File: src/rtl/imem_boot_loader_pkg.sv
// Shared definitions for the instruction-memory boot loader and the processor's instruction memory.
package imem_boot_loader_pkg;

    localparam int IMEM_DEPTH  = 256;
    localparam int IMEM_ADDR_W = 8;
    localparam int WORD_BYTES  = 4;
    localparam int BYTE_W      = 8;

    typedef enum logic [2:0] {
        IDLE,
        RECV,
        WRITE,
        CLEAR,
        RUN
    } loader_state_t;

    function automatic logic is_busy(input loader_state_t s);
        return (s == RECV) || (s == WRITE) || (s == CLEAR);
    endfunction

endpackage

File: src/rtl/imem_boot_loader_if.sv
// Byte-stream handshake and instruction-memory write port of the boot loader.
interface imem_boot_loader_if
    import imem_boot_loader_pkg::*;
#(
    parameter int ADDR_W = IMEM_ADDR_W,
    parameter int DATA_W = WORD_BYTES * BYTE_W
);

    logic [BYTE_W-1:0] byte_data;
    logic              byte_valid;
    logic              byte_ready;
    logic              imem_we;
    logic [ADDR_W-1:0] imem_addr;
    logic [DATA_W-1:0] imem_wdata;

    modport master (
        output byte_data,
        output byte_valid,
        input  byte_ready,
        input  imem_we,
        input  imem_addr,
        input  imem_wdata
    );

    modport slave (
        input  byte_data,
        input  byte_valid,
        output byte_ready,
        output imem_we,
        output imem_addr,
        output imem_wdata
    );

endinterface

File: src/rtl/imem_byte_assembler.sv
// Packs an MSB-first byte stream into instruction words; word_valid marks the byte that completes a word.
module imem_byte_assembler
    import imem_boot_loader_pkg::*;
#(
    parameter int DATA_W = WORD_BYTES * BYTE_W
) (
    input  logic              clk,
    input  logic              reset,
    input  logic              clear,
    input  logic              shift_en,
    input  logic [BYTE_W-1:0] byte_in,
    output logic [DATA_W-1:0] word,
    output logic              word_valid
);

    localparam int                IDX_W    = $clog2(WORD_BYTES);
    localparam logic [IDX_W-1:0]  LAST_IDX = IDX_W'(WORD_BYTES - 1);

    logic [IDX_W-1:0] idx;

    assign word_valid = shift_en && (idx == LAST_IDX);

    always_ff @(posedge clk or posedge reset) begin
        if (reset) begin
            word <= '0;
            idx  <= '0;
        end else if (clear) begin
            word <= '0;
            idx  <= '0;
        end else if (shift_en) begin
            word <= {word[DATA_W-BYTE_W-1:0], byte_in};
            idx  <= idx + 1'b1;
        end
    end

endmodule

File: src/rtl/imem_boot_loader.sv
// Boot sequencer: holds the CPU in reset, loads a byte-streamed program into
// instruction memory from address 0, zero-fills the rest, then releases the CPU.
//
//   state | meaning
//   IDLE  | waiting for start, CPU held in reset
//   RECV  | accepting program bytes
//   WRITE | writing one assembled word, no byte accepted
//   CLEAR | writing zero words up to the last address
//   RUN   | CPU released; start reloads
module imem_boot_loader
    import imem_boot_loader_pkg::*;
#(
    parameter int DEPTH  = IMEM_DEPTH,
    parameter int ADDR_W = IMEM_ADDR_W,
    parameter int DATA_W = WORD_BYTES * BYTE_W
) (
    input  logic              clk,
    input  logic              reset,
    input  logic              start,
    input  logic [ADDR_W:0]   word_count,
    imem_boot_loader_if.slave bus,
    output logic              cpu_reset,
    output logic              busy,
    output logic              done,
    output logic              err
);

    localparam logic [ADDR_W:0] DEPTH_L = (ADDR_W + 1)'(DEPTH);
    localparam logic [ADDR_W:0] LAST_L  = (ADDR_W + 1)'(DEPTH - 1);

    loader_state_t     state;
    loader_state_t     state_next;
    logic [ADDR_W:0]   ptr;
    logic [ADDR_W:0]   ptr_inc;
    logic [ADDR_W:0]   count;
    logic              start_ok;
    logic              shift_en;
    logic [DATA_W-1:0] word;
    logic              word_valid;

    assign start_ok = start && ((state == IDLE) || (state == RUN));
    assign shift_en = bus.byte_valid && (state == RECV);
    assign ptr_inc  = ptr + 1'b1;

    imem_byte_assembler #(
        .DATA_W (DATA_W)
    ) u_assembler (
        .clk        (clk),
        .reset      (reset),
        .clear      (start_ok),
        .shift_en   (shift_en),
        .byte_in    (bus.byte_data),
        .word       (word),
        .word_valid (word_valid)
    );

    always_ff @(posedge clk or posedge reset) begin
        if (reset) begin
            state <= IDLE;
        end else begin
            state <= state_next;
        end
    end

    always_comb begin
        state_next     = state;
        bus.byte_ready = 1'b0;
        bus.imem_we    = 1'b0;
        bus.imem_addr  = ptr[ADDR_W-1:0];
        bus.imem_wdata = '0;
        unique case (state)
            RECV: begin
                bus.byte_ready = 1'b1;
                if (word_valid) begin
                    state_next = WRITE;
                end
            end
            WRITE: begin
                bus.imem_we    = 1'b1;
                bus.imem_wdata = word;
                if (ptr_inc < count) begin
                    state_next = RECV;
                end else if (count < DEPTH_L) begin
                    state_next = CLEAR;
                end else begin
                    state_next = RUN;
                end
            end
            CLEAR: begin
                bus.imem_we = 1'b1;
                if (ptr == LAST_L) begin
                    state_next = RUN;
                end
            end
            default: ;
        endcase
        // A fresh start overrides whatever RUN/IDLE would otherwise do.
        if (start_ok) begin
            if (word_count > DEPTH_L) begin
                state_next = IDLE;
            end else if (word_count == '0) begin
                state_next = CLEAR;
            end else begin
                state_next = RECV;
            end
        end
    end

    // The pointer is one bit wider than the address so a full-depth load ends at DEPTH instead of wrapping.
    always_ff @(posedge clk or posedge reset) begin
        if (reset) begin
            ptr   <= '0;
            count <= '0;
            err   <= 1'b0;
            done  <= 1'b0;
        end else begin
            done <= (state_next == RUN) && (state != RUN);
            if (start_ok) begin
                if (word_count > DEPTH_L) begin
                    err <= 1'b1;
                end else begin
                    err   <= 1'b0;
                    ptr   <= '0;
                    count <= word_count;
                end
            end else if ((state == WRITE) || ((state == CLEAR) && (ptr != LAST_L))) begin
                ptr <= ptr_inc;
            end
        end
    end

    assign cpu_reset = (state != RUN);
    assign busy      = is_busy(state);

endmodule

File: src/flat_wrapper.sv
// flat-port wrapper written by rule: the top's interface ports become plain ports
module imem_boot_loader_flat import imem_boot_loader_pkg::*;
#(
    parameter int DEPTH  = IMEM_DEPTH,
    parameter int ADDR_W = IMEM_ADDR_W,
    parameter int DATA_W = WORD_BYTES * BYTE_W
)
  (clk, reset, start, word_count, cpu_reset, busy, done, err, bus_byte_data, bus_byte_valid, bus_byte_ready, bus_imem_we, bus_imem_addr, bus_imem_wdata);
  imem_boot_loader_if #(.ADDR_W(ADDR_W), .DATA_W(DATA_W)) bus_i ();
  input  logic clk;
  input  logic reset;
  input  logic start;
  input  logic [ADDR_W:0] word_count;
  output logic cpu_reset;
  output logic busy;
  output logic done;
  output logic err;
  input wire logic [$bits(bus_i.byte_data)-1:0] bus_byte_data;
  input wire logic [$bits(bus_i.byte_valid)-1:0] bus_byte_valid;
  output wire logic [$bits(bus_i.byte_ready)-1:0] bus_byte_ready;
  output wire logic [$bits(bus_i.imem_we)-1:0] bus_imem_we;
  output wire logic [$bits(bus_i.imem_addr)-1:0] bus_imem_addr;
  output wire logic [$bits(bus_i.imem_wdata)-1:0] bus_imem_wdata;
  assign bus_i.byte_data = bus_byte_data;
  assign bus_i.byte_valid = bus_byte_valid;
  assign bus_byte_ready = bus_i.byte_ready;
  assign bus_imem_we = bus_i.imem_we;
  assign bus_imem_addr = bus_i.imem_addr;
  assign bus_imem_wdata = bus_i.imem_wdata;
  imem_boot_loader #(.DEPTH(DEPTH), .ADDR_W(ADDR_W), .DATA_W(DATA_W)) u_core (.clk(clk), .reset(reset), .start(start), .word_count(word_count), .bus(bus_i), .cpu_reset(cpu_reset), .busy(busy), .done(done), .err(err));
endmodule
File: config.mk
export PLATFORM = sky130hd
export DESIGN_NAME = imem_boot_loader_flat
export DESIGN_NICKNAME = d
export VERILOG_FILES = /design/src/rtl/imem_boot_loader_pkg.sv /design/src/rtl/imem_boot_loader_if.sv /design/src/rtl/imem_byte_assembler.sv /design/src/rtl/imem_boot_loader.sv /design/src/flat_wrapper.sv
export SDC_FILE = /design/constraint.sdc
export NUM_CORES = 1
export LEC_CHECK = 0
export CAP_MARGIN = 20
export CORE_ASPECT_RATIO = 1.2
export CORE_MARGIN = 3
export CORE_UTILIZATION = 25
export DETAILED_ROUTE_END_ITERATION = 7
export PLACE_DENSITY_LB_ADDON = 0.08
export SETUP_SLACK_MARGIN = 0.4
export SLEW_MARGIN = 0
export SYNTH_ARGS = -nofsm -noshare
export SYNTH_HDL_FRONTEND = slang
export SYNTH_SLANG_ARGS = --single-unit
File: constraint.sdc
create_clock -name clk -period 2.7 [get_ports clk]
set_clock_uncertainty 0.2 [all_clocks]
set_input_delay 0.675 -clock clk [delete_from_list [all_inputs] [get_ports clk]]
set_output_delay 0.675 -clock clk [all_outputs]
set_load 0.02 [all_outputs]
==> out/qor.csv, run 1 <==
stage,metric,value,unit
global_routing,antenna_found_initial,0,
cells_and_area,nFillCells,1278,
cells_and_area,synthToLayoutAreaGrowth,48.50,%
routing,postRouteAntennaNets,0,
logic_synthesis,synth_cells,344,
critical_path,start_kind,register,
sta,timing.hold.ws,0.2977,ns
logic_synthesis,syn_avg_cell_area,8.835,sq um
logic_synthesis,synth_top_family_by_area,simple AND/OR/NAND/NOR gates,
routing,drtIter0Drc,74,
global_routing,grt_max_degree,58,
logic_synthesis,synth-seq-area-share,46.93,%
placement,dp_cells,552,
cells_and_area,mostFrequentLayoutCells,"94 x nand2_1, 54 x dfrtp_1, 35 x a21oi_1",
logic_synthesis,synth_area,3039,sq um
critical_path,r2r_cells,12,
critical_path,crit_chain,nand2b_4 > nor2_4 > buf_4 > clkbuf_16 > and2_1 > buf_4,
placement,port_buffers,66,
cells_and_area,n_antenna_cell,0,
critical_path,critPathCaptureType,output port,
critical_path,r2r_slack,0.25,ns
critical_path,critPathMaxStageDelay,0.37,ns
global_routing,grt_overflow_total,0,
status,outcome,"finished, final reports clean",
power_and_ir_drop,internal_power,2.164,mW
clock_network,clock_sinks,57,
cells_and_area,drive_above_1_share,31.16,%
cells_and_area,design_area,4513,sq um
routing,totalWireLength,8.839,mm
min_path,holdCritPathClass,register to register,
sta,fin_crit_sh,92.27,%
power_and_ir_drop,p_leak,2.055,nW
logic_synthesis,synthMuxAreaShare,0.3294,%
clock_network,clkTransAtPathRegs,0.05,ns
critical_path,reg2reg_to,u_core.state[1],
power_and_ir_drop,powerDensity,709.7,nW/um^2
power_and_ir_drop,p_clk_share,37.0,%
routing,drc,0,
logic_synthesis,synth_compound_area_share,14.08,%
clock_network,h-tree-depth,3,
clock_network,cts_buffer_depth,2,
die,die-width,106.7,um
sta,tightest_slew,0.4418,ns
critical_path,crit_top_cell,buf_4,
placement,dpl.hpwl,5.530,mm
die,die_h,126.8,um
power_and_ir_drop,power_frac_seq,35.8,%
die,dieArea,13520,sq um
min_path,holdPathEnd,u_core.ptr[8],
critical_path,cp_slowest_cell,dfrtp_1,
power_and_ir_drop,comb_power_share,27.3,%
clock_network,cts_tree,done,
sta,hold_viol,0,
cells_and_area,layout_commonest_cell,nand2_1,
global_routing,grt_pass1_wl,13.71,mm
global_routing,grt_usage,12.78,%
global_routing,grt_pass1_vias,2729,
critical_path,arrival,1.62,ns
sta,finalSetupTns,0,ns
clock_network,worstSkewPairLatency,0.32,ns
logic_synthesis,synth-seq-cells,57,
sta,slew_headroom,70.55,%
min_path,holdPathStages,2,
cells_and_area,nets,457,
placement,place_area,3908,sq um
min_path,hold_path_startpoint,u_core.ptr[8],
cells_and_area,instances_no_fill,587,
cells_and_area,post-route-util,38.48,%
sta,finalSetupViolations,0,
routing,wl_per_cell,15.06,um
power_and_ir_drop,peakVddDrop,0.2520,mV
die,boundaryPins,67,
routing,viasPerCell,4.465,
routing,dr.pass1.iters,4,
placement,gp_congestion,0.7898,
logic_synthesis,netlist.area_leader.share,46.93,%
logic_synthesis,ys_types,40,
critical_path,required,1.82,ns
clock_network,clockRootBuffer,clkbuf_16,
logic_synthesis,yosys.area_share.simple,24.74,%
logic_synthesis,synth_area_leader_cell,dfrtp_1,
power_and_ir_drop,p_sw_share,32.45,%
routing,vias,2621,
critical_path,crit_fanout,9,
logic_synthesis,syn_nets,376,
critical_path,r2r-start,u_core.ptr[0],
run,max_cap_viol_count,0,
clock_network,cts_buffers,9,
sta,max_freq,401.4,MHz
sta,finalMaxSlewViolations,0,
logic_synthesis,yosys_warnings,0,
die,rows,43,
sta,rsz0062_at_grt,yes,
die,core,11730,sq um
logic_synthesis,synth-xor-area-share,2.264,%
die,start_util,25.91,%
sta,layout_min_cycle_time,2.491,ns
logic_synthesis,synthTopCellsByArea,"dfrtp_1 47%, nand2_1 12%, and2_1 7.0%",
power_and_ir_drop,switching_power,1.039,mW
critical_path,worstSetupPathType,register to output port,
logic_synthesis,synth_fa_ha_area_share,4.529,%
registers in the layout, summed over array words and instances, names as in the netlist:
signal,cells
u_core.err,1
u_core.u_assembler.word,32
u_core.u_assembler.idx,2
u_core.state,3
u_core.count,9
u_core.done,1
u_core.ptr,9
final cells by class:
class	count	area, sq um	share of cell area, %
clock buffers	12	266.5	5.905
clock inverters	4	50.05	1.109
inverters	12	47.55	1.054
multi-input cells	250	1573	34.85
flip-flops and latches	57	1430	31.69
well taps	157	196.4	4.353
repair buffers	95	949.7	21.04
per-layer routing:
metal  part of all wire (%)  GRT usage (%)
met5                      0              0
met4                    1.6          5.192
met3                    4.6          2.850
met2                     52          21.98
met1                     42          15.37
critical path, delay by kind of cell (launching register included):
| family | cells | cell delay (ns) |
|---|---|---|
| buffers and inverters | 3 | 0.43 |
| AND/OR/NAND/NOR | 3 | 0.48 |
| flip-flops | 1 | 0.37 |
synthesized netlist by cell type, drive strengths merged:
library cell / number
ha: 11
xor2: 3
o31ai: 1
a211oi: 1
nand2b: 3
a41oi: 1
o21a: 2
a21oi: 41
a31oi: 4
inv: 12
dfrtp: 57
nand2: 97
a31o: 3
nand3: 5
clkbuf: 3
o22a: 1
xnor2: 4
and2: 34
nor2: 11
a21o: 3
mux2i: 1
nor2b: 1
buf: 22
o2bb2ai: 1
nand3b: 1
and3: 4
nand4: 1
nor4: 2
o311ai: 1
o21ai: 13
through the flow:
stage               power (mW)  worst slack [ns]
finish                   3.203            0.2088
global route             3.425            0.1351
CTS                      3.223            0.1525
detailed placement       2.002            0.1634
global placement         1.998            0.1597
floorplan                1.706            0.3474
worst max-delay path by stage:
stage / start / to / slack (ns)
2_1_floorplan: u_core.ptr[0] / u_core.done / 0.35
3_3_place_gp: u_core.state[2] / bus_imem_wdata[15] / 0.16
3_5_place_dp: u_core.state[2] / bus_imem_wdata[24] / 0.16
4_1_cts: u_core.state[2] / bus_imem_wdata[24] / 0.15
5_1_grt: u_core.ptr[0] / u_core.state[2] / 0.14
6_report: u_core.state[2] / bus_imem_wdata[13] / 0.21
cells by family after synthesis:
logic type / after synthesis
xor gates and xnor gates: 7
buffers and inverters: 37
adders and majority gates: 11
AOI/OAI and AO/OA: 72
and+or+nand+nor: 159
DFF: 57
muxes: 1
power by group through the flow:
| stage | logic, mW | registers, mW | clock network (mW) |
|---|---|---|---|
| 3_3_place_gp | 0.840 | 1.16 | 0 |
| 5_1_grt | 0.997 | 1.17 | 1.26 |
| 6_report | 0.873 | 1.15 | 1.18 |
| 4_1_cts | 0.856 | 1.14 | 1.22 |
| 2_1_floorplan | 0.583 | 1.12 | 0 |
| 3_5_place_dp | 0.845 | 1.16 | 0 |
repair_timing:
action	CTS	global route
cloned	0	2
hold buffers	0	0
setup buffers	7	10
pin swaps	2	15
gates resized for setup	117	112
setup endpoints to repair	44	41
(Power assumes the default switching activity.)
==> run 2: changes to the inputs <==
--- a/config.mk
+++ b/config.mk
@@ -5,6 +5,7 @@
 export SDC_FILE = /design/constraint.sdc
 export NUM_CORES = 1
 export LEC_CHECK = 0
+export ABC_CLOCK_PERIOD_IN_PS = 2700
 export CAP_MARGIN = 20
 export CORE_ASPECT_RATIO = 1.2
 export CORE_MARGIN = 3
==> constraint.sdc (replaced) <==
create_clock -name clk -period 2.7 [get_ports clk]
set_clock_uncertainty 0.2 [all_clocks]
set_input_delay 0.675 -clock clk [delete_from_list [all_inputs] [get_ports clk]]
set_output_delay 0.675 -clock clk [all_outputs]
set_load 0.05 [all_outputs]
==> out/qor.csv, run 2 (synthesis results as in run 1) <==
stage,metric,value,unit,change
status,outcome,"finished, final reports clean",,unchanged
critical_path,crit_family,flip-flops,,was simple AND/OR/NAND/NOR gates
die,core,11730,sq um,unchanged
sta,fin_ws,0.2292,ns,was 0.2088 ns
sta,finalSetupViolations,0,,unchanged
critical_path,r2r_cells,11,,was 12
critical_path,crit_chain,nor2_4 > buf_6 > buf_12 > and2_2 > buf_12,,was nand2b_4 > nor2_4 > buf_4 > clkbuf_16 > and2_1 > buf_4
sta,hold_viol,0,,unchanged
sta,layout_min_cycle_time,2.471,ns,was 2.491 ns
cells_and_area,instances_no_fill,585,,was 587
clock_network,clockRootBuffer,clkbuf_16,,unchanged
critical_path,cp_num_cells,5,,was 6
cells_and_area,largest_reg_flops,32,,unchanged
cells_and_area,design_area,4898,sq um,was 4513 sq um
power_and_ir_drop,powerDensity,687.3,nW/um^2,was 709.7 nW/um^2
routing,vias,2630,,was 2621
critical_path,cp_slowest_cell,dfrtp_2,,was dfrtp_1
min_path,hold_path_startpoint,u_core.count[0],,was u_core.ptr[8]
global_routing,grt_pass1_vias,2754,,was 2729
clock_network,clkTransAtPathRegs,0.05,ns,about the same
critical_path,reg2reg_to,u_core.done,,was u_core.state[1]
critical_path,critPathCaptureType,output port,,unchanged
global_routing,antenna_found_initial,0,,unchanged
cells_and_area,layout_commonest_cell,nand2_1,,unchanged
die,start_util,25.91,%,unchanged
global_routing,grt_usage,13.76,%,was 12.78%
global_routing,grt_max_degree,45,,was 58
clock_network,clock_sinks,57,,unchanged
sta,slew_headroom,67.54,%,was 70.55%
clock_network,cts_buffer_depth,2,,unchanged
critical_path,start_kind,register,,unchanged
critical_path,r2r_slack,0.26,ns,was 0.25 ns
routing,viasPerCell,4.496,,was 4.465
sta,fin_crit_sh,91.51,%,was 92.27%
die,rows,43,,unchanged
sta,timing.hold.ws,0.2777,ns,was 0.2977 ns
routing,drtIter0Drc,42,,was 74
placement,place_area,4243,sq um,was 3908 sq um
die,die-width,106.7,um,unchanged
placement,dpl.hpwl,5.706,mm,was 5.530 mm
critical_path,crit_fanout,9,,unchanged
cells_and_area,mostFrequentLayoutCells,"94 x nand2_1, 51 x dfrtp_1, 37 x buf_12",,"was 94 x nand2_1, 54 x dfrtp_1, 35 x a21oi_1"
cells_and_area,largest_register,u_core.u_assembler.word,,unchanged
routing,dr.pass1.iters,4,,unchanged
power_and_ir_drop,p_leak,2.126,nW,was 2.055 nW
critical_path,crit_end,bus_imem_wdata[11],,was bus_imem_wdata[13]
global_routing,grt_pass1_wl,14.38,mm,was 13.71 mm
global_routing,grt_overflow_total,0,,unchanged
critical_path,worstSetupStartpoint,u_core.state[0],,was u_core.state[2]
die,die_h,126.8,um,unchanged
clock_network,worstSkewPairLatency,0.33,ns,was 0.32 ns
cells_and_area,drive_above_1_share,35.98,%,was 31.16%
clock_network,h-tree-depth,3,,unchanged
power_and_ir_drop,peakVddDrop,0.2575,mV,was 0.2520 mV
sta,tightest_slew,0.4869,ns,was 0.4418 ns
critical_path,worstSetupPathType,register to output port,,unchanged
placement,port_buffers,66,,unchanged
cells_and_area,reg.largest.list,"u_core.u_assembler.word x32, u_core.count x9, u_core.ptr x9",,unchanged
clock_network,cts_buffers,9,,unchanged
sta,rsz0062_at_grt,yes,,unchanged
critical_path,critPathMaxStageDelay,0.49,ns,was 0.37 ns
placement,dp_cells,552,,unchanged
cells_and_area,nets,455,,was 457
critical_path,crit_top_cell,buf_12,,was buf_4
routing,totalWireLength,9.229,mm,was 8.839 mm
placement,place_ws,0.05666,ns,was 0.1634 ns
die,boundaryPins,67,,unchanged
sta,max_freq,404.7,MHz,was 401.4 MHz
critical_path,required,1.82,ns,about the same
critical_path,r2r-start,u_core.ptr[0],,unchanged
placement,gp_congestion,0.7849,,was 0.7898
min_path,holdCritPathClass,register to register,,unchanged
sta,finalSetupTns,0,ns,unchanged
critical_path,arrival,1.60,ns,was 1.62 ns
critical_path,cp_num_buf_inv,3,,unchanged
sta,finalMaxSlewViolations,0,,unchanged
routing,drc,0,,unchanged
clock_network,cts_tree,done,,unchanged
run,max_cap_viol_count,0,,unchanged
cells_and_area,synthToLayoutAreaGrowth,61.18,%,was 48.50%
routing,wl_per_cell,15.78,um,was 15.06 um
die,dieArea,13520,sq um,unchanged
routing,postRouteAntennaNets,0,,unchanged
cells_and_area,n_antenna_cell,0,,unchanged
## run 2: what timing repair did
item,4_1_cts,5_1_grt
pin swaps,11,10
resized for setup,49,15
cloned,2,2
hold endpoints to repair,0,0
endpoints found under the setup margin,48,47
hold buffers,0,0
setup buffers,10,3
## run 2: through the flow
step	total power [mW]	utilization (%)
after global placement	2.039	36.17
after CTS	3.371	40.82
after detailed placement	2.048	36.17
after global routing	3.564	41.76
after floorplan	1.778	-
final	3.367	41.76
## run 2: power breakdown
part	switching, mW	total, mW	internal (mW)	leakage [nW]
Combinational	0.581	0.938	0.357	1.20
Clock	0.406	1.26	0.854	0.162
Sequential	0.141	1.17	1.03	0.762
Total	1.13	3.37	2.24	2.13
## run 2: worst min path at each step
stage | cells after the start | slack (ns) | to
2_1_floorplan | 2 | 0.25 | u_core.count[0]
3_3_place_gp | 2 | 0.27 | u_core.count[0]
3_5_place_dp | 2 | 0.27 | u_core.count[0]
4_1_cts | 2 | 0.28 | u_core.count[0]
5_1_grt | 2 | 0.30 | u_core.count[0]
6_report | 2 | 0.28 | u_core.count[0]
## run 2: layout make-up
| type | instances | area (sq um) |
|---|---|---|
| Timing Repair Buffer | 93 | 1292 |
| Clock inverter | 5 | 77.57 |
| Fill cell | 1219 | 6830 |
| Tap cell | 157 | 196.4 |
| Sequential cell | 57 | 1434 |
| Inverter | 12 | 47.55 |
| Multi-Input combinational cell | 250 | 1598 |
| Clock buffer | 11 | 252.7 |
## run 2: worst reg2reg max path, cell delays in order (launching register included)
cell and delay (ns):
dfrtp_2 0.45, ha_4 0.19, nand3_4 0.09, nor2_4 0.05
buf_4 0.14, xor2_1 0.14, ha_1 0.33, a21oi_2 0.15
nor2_2 0.06, a211oi_2 0.16, o21ai_2 0.13, a31o_2 0.22
## run 2: per-layer routing
| layer | track usage (%) | vias up | share of wire [%] |
|---|---|---|---|
| li1 | - | 1284 | - |
| met1 | 15.66 | 1275 | 41 |
| met2 | 23.39 | 57 | 51 |
| met3 | 5.344 | 14 | 6.1 |
| met4 | 4.891 | 0 | 1.7 |
| met5 | 0 | - | 0 |
==> run 3: changes to the inputs <==
--- a/config.mk
+++ b/config.mk
@@ -10,6 +10,7 @@
 export CORE_ASPECT_RATIO = 1.2
 export CORE_MARGIN = 3
 export CORE_UTILIZATION = 25
+export CTS_CLUSTER_DIAMETER = 40
 export DETAILED_ROUTE_END_ITERATION = 7
 export PLACE_DENSITY_LB_ADDON = 0.08
 export SETUP_SLACK_MARGIN = 0.4
@@ -17,3 +18,4 @@
 export SYNTH_ARGS = -nofsm -noshare
 export SYNTH_HDL_FRONTEND = slang
 export SYNTH_SLANG_ARGS = --single-unit
+export TNS_END_PERCENT = 30
==> out/qor.csv, run 3 (synthesis results as in run 1) <==
stage,metric,value,unit,change
cells_and_area,drive_above_1_share,32.15,%,was 35.98%
sta,rsz0062_at_grt,yes,,unchanged
sta,layout_min_cycle_time,2.501,ns,was 2.471 ns
cells_and_area,n_antenna_cell,0,,unchanged
power_and_ir_drop,p_leak,2.100,nW,was 2.126 nW
placement,gp_congestion,0.8037,,was 0.7849
power_and_ir_drop,power_frac_seq,35.7,%,was 34.7%
routing,wl_met3,551,um,was 562 um
power_and_ir_drop,powerDensity,667.4,nW/um^2,was 687.3 nW/um^2
min_path,holdCritPathClass,register to register,,unchanged
cells_and_area,layout_commonest_cell,nand2_1,,unchanged
routing,vias,2590,,was 2630
sta,max_freq,399.9,MHz,was 404.7 MHz
critical_path,crit_fanout,4,,was 9
global_routing,grt_overflow_total,0,,unchanged
min_path,holdPathStages,2,,unchanged
cells_and_area,largest_register,u_core.u_assembler.word,,unchanged
clock_network,clkTransAtPathRegs,0.05,ns,about the same
critical_path,reg2reg_to,u_core.state[2],,was u_core.done
global_routing,grt_pass1_vias,2792,,was 2754
cells_and_area,largest_reg_flops,32,,unchanged
cells_and_area,reg.largest.list,"u_core.u_assembler.word x32, u_core.count x9, u_core.ptr x9",,unchanged
sta,fin_crit_sh,92.61,%,was 91.51%
clock_network,clockRootBuffer,clkbuf_16,,unchanged
clock_network,cts_buffers,9,,unchanged
critical_path,r2r-start,u_core.ptr[0],,unchanged
status,outcome,"finished, final reports clean",,unchanged
power_and_ir_drop,internal_power,2.132,mW,was 2.238 mW
placement,port_buffers,66,,unchanged
routing,dr.pass1.iters,4,,unchanged
critical_path,r2r_slack,0.26,ns,about the same
cells_and_area,synthToLayoutAreaGrowth,58.09,%,was 61.18%
sta,finalSetupViolations,0,,unchanged
critical_path,cp_slowest_cell,clkdlybuf4s50_1,,was dfrtp_2
cells_and_area,nets,451,,was 455
die,die_h,126.8,um,unchanged
die,dieArea,13520,sq um,unchanged
critical_path,worstSetupPathType,register to output port,,unchanged
critical_path,worstSetupStartpoint,u_core.ptr[7],,was u_core.state[0]
critical_path,required,1.82,ns,about the same
sta,hold_viol,0,,unchanged
placement,dpl.hpwl,5.779,mm,was 5.706 mm
clock_network,clock_sinks,57,,unchanged
die,start_util,25.91,%,unchanged
routing,drc,0,,unchanged
routing,wl_per_cell,15.11,um,was 15.78 um
global_routing,antenna_found_initial,0,,unchanged
critical_path,cp_num_buf_inv,1,,was 3
die,core,11730,sq um,unchanged
sta,finalSetupTns,0,ns,unchanged
clock_network,ctsHoldBuffers,0,,unchanged
sta,tightest_slew,0.5149,ns,was 0.4869 ns
power_and_ir_drop,peakVddDrop,0.2297,mV,was 0.2575 mV
power_and_ir_drop,p_sw_share,33.50,%,was 33.51%
routing,wl_met2,4.437,mm,was 4.683 mm
critical_path,r2r_cells,12,,was 11
global_routing,grt_pass1_wl,14.49,mm,was 14.38 mm
power_and_ir_drop,comb_power_share,29.1,%,was 27.9%
routing,viasPerCell,4.466,,was 4.496
routing,totalWireLength,8.764,mm,was 9.229 mm
sta,finalMaxSlewViolations,0,,unchanged
power_and_ir_drop,p_clk_share,35.2,%,was 37.4%
critical_path,arrival,1.63,ns,was 1.60 ns
critical_path,critPathMaxStageDelay,0.85,ns,was 0.49 ns
routing,highest-signal-layer,met4,,unchanged
die,die-width,106.7,um,unchanged
run,max_cap_viol_count,0,,unchanged
critical_path,cp_num_cells,1,,was 5
critical_path,crit_family,buffers and inverters,,was flip-flops
sta,slew_headroom,65.56,%,was 67.54%
clock_network,worstSkewPairLatency,0.32,ns,was 0.33 ns
critical_path,crit_chain,clkdlybuf4s50_1,,was nor2_4 > buf_6 > buf_12 > and2_2 > buf_12
routing,wl_met1,3.666,mm,was 3.829 mm
critical_path,crit_end,bus_imem_addr[7],,was bus_imem_wdata[11]
clock_network,h-tree-depth,3,,unchanged
global_routing,grt_usage,13.56,%,was 13.76%
critical_path,critPathCaptureType,output port,,unchanged
cells_and_area,mostFrequentLayoutCells,"95 x nand2_1, 52 x dfrtp_1, 38 x buf_12",,"was 94 x nand2_1, 51 x dfrtp_1, 37 x buf_12"
die,rows,43,,unchanged
clock_network,cts_buffer_depth,2,,unchanged
power_and_ir_drop,switching_power,1.074,mW,was 1.128 mW
cells_and_area,nFillCells,1185,,was 1219
cells_and_area,post-route-util,40.96,%,was 41.76%
routing,drtIter0Drc,107,,was 42
routing,postRouteAntennaNets,0,,unchanged
die,boundaryPins,67,,unchanged
clock_network,cts_tree,done,,unchanged
global_routing,grt_max_degree,36,,was 45
critical_path,start_kind,register,,unchanged
-- run 3: changes by cell type in the layout (fill, tap and decap cells not counted), sizes merged, moves of 2 or more --
cell / delta
dlygate4sd2: -6
buf: -4
clkdlybuf4s50: +6
dlymetal6s2s: +2
clkdlybuf4s15: -2
-- run 3: through the flow --
stage                     total power [mW]  hold slack, ns  cells  setup slack, ns  area [sq um]
after floorplan                      1.778          0.2460    344           0.3474          3092
after CTS                            3.223          0.3135    574           0.1590          4664
after detailed placement             2.054          0.3011    551           0.1799          4205
final                                3.207          0.3149    580           0.1995          4805
after global routing                 3.424          0.3367    580           0.1328          4805
after global placement               2.047          0.3071    551           0.1924          4205
-- run 3: repair_timing --
item,in CTS,in global routing
setup endpoints to repair,46,50
pin swaps,4,7
resized for setup,20,22
endpoints found under the hold margin,0,0
cloned,2,1
buffers inserted,6,5
-- run 3: layout make-up --
type                            instances  area [sq um]  share of cell area, %
Timing Repair Buffer                   89          1279                  26.61
Inverter                               12         45.04                 0.9375
Multi-Input combinational cell        250          1555                  32.37
Tap cell                              157         196.4                  4.089
Clock buffer                           12         256.5                  5.339
Sequential cell                        57          1433                  29.82
Clock inverter                          3         40.04                 0.8333
-- run 3: worst min-delay path by stage --
stage	start	endpoint	slack, ns
4_1_cts	u_core.ptr[8]	u_core.ptr[8]	0.31
6_report	u_core.ptr[8]	u_core.ptr[8]	0.31
3_5_place_dp	u_core.ptr[8]	u_core.ptr[8]	0.30
5_1_grt	u_core.ptr[8]	u_core.ptr[8]	0.34
3_3_place_gp	u_core.u_assembler.word[31]	u_core.u_assembler.word[31]	0.31
2_1_floorplan	u_core.count[0]	u_core.count[0]	0.25
-- run 3: power groups by stage --
stage          clock network, mW  registers, mW  logic [mW]
6_report                    1.13           1.15       0.933
5_1_grt                     1.21           1.17        1.05
4_1_cts                     1.16           1.15       0.918
3_5_place_dp                   0           1.16       0.897
3_3_place_gp                   0           1.16       0.892
2_1_floorplan                  0           1.14       0.638
-- run 3: routing by layer --
metal	up-vias	GRT usage [%]
met3	10	4.835
met5	-	0
met1	1250	16.30
li1	1271	-
met4	0	3.913
met2	59	22.83
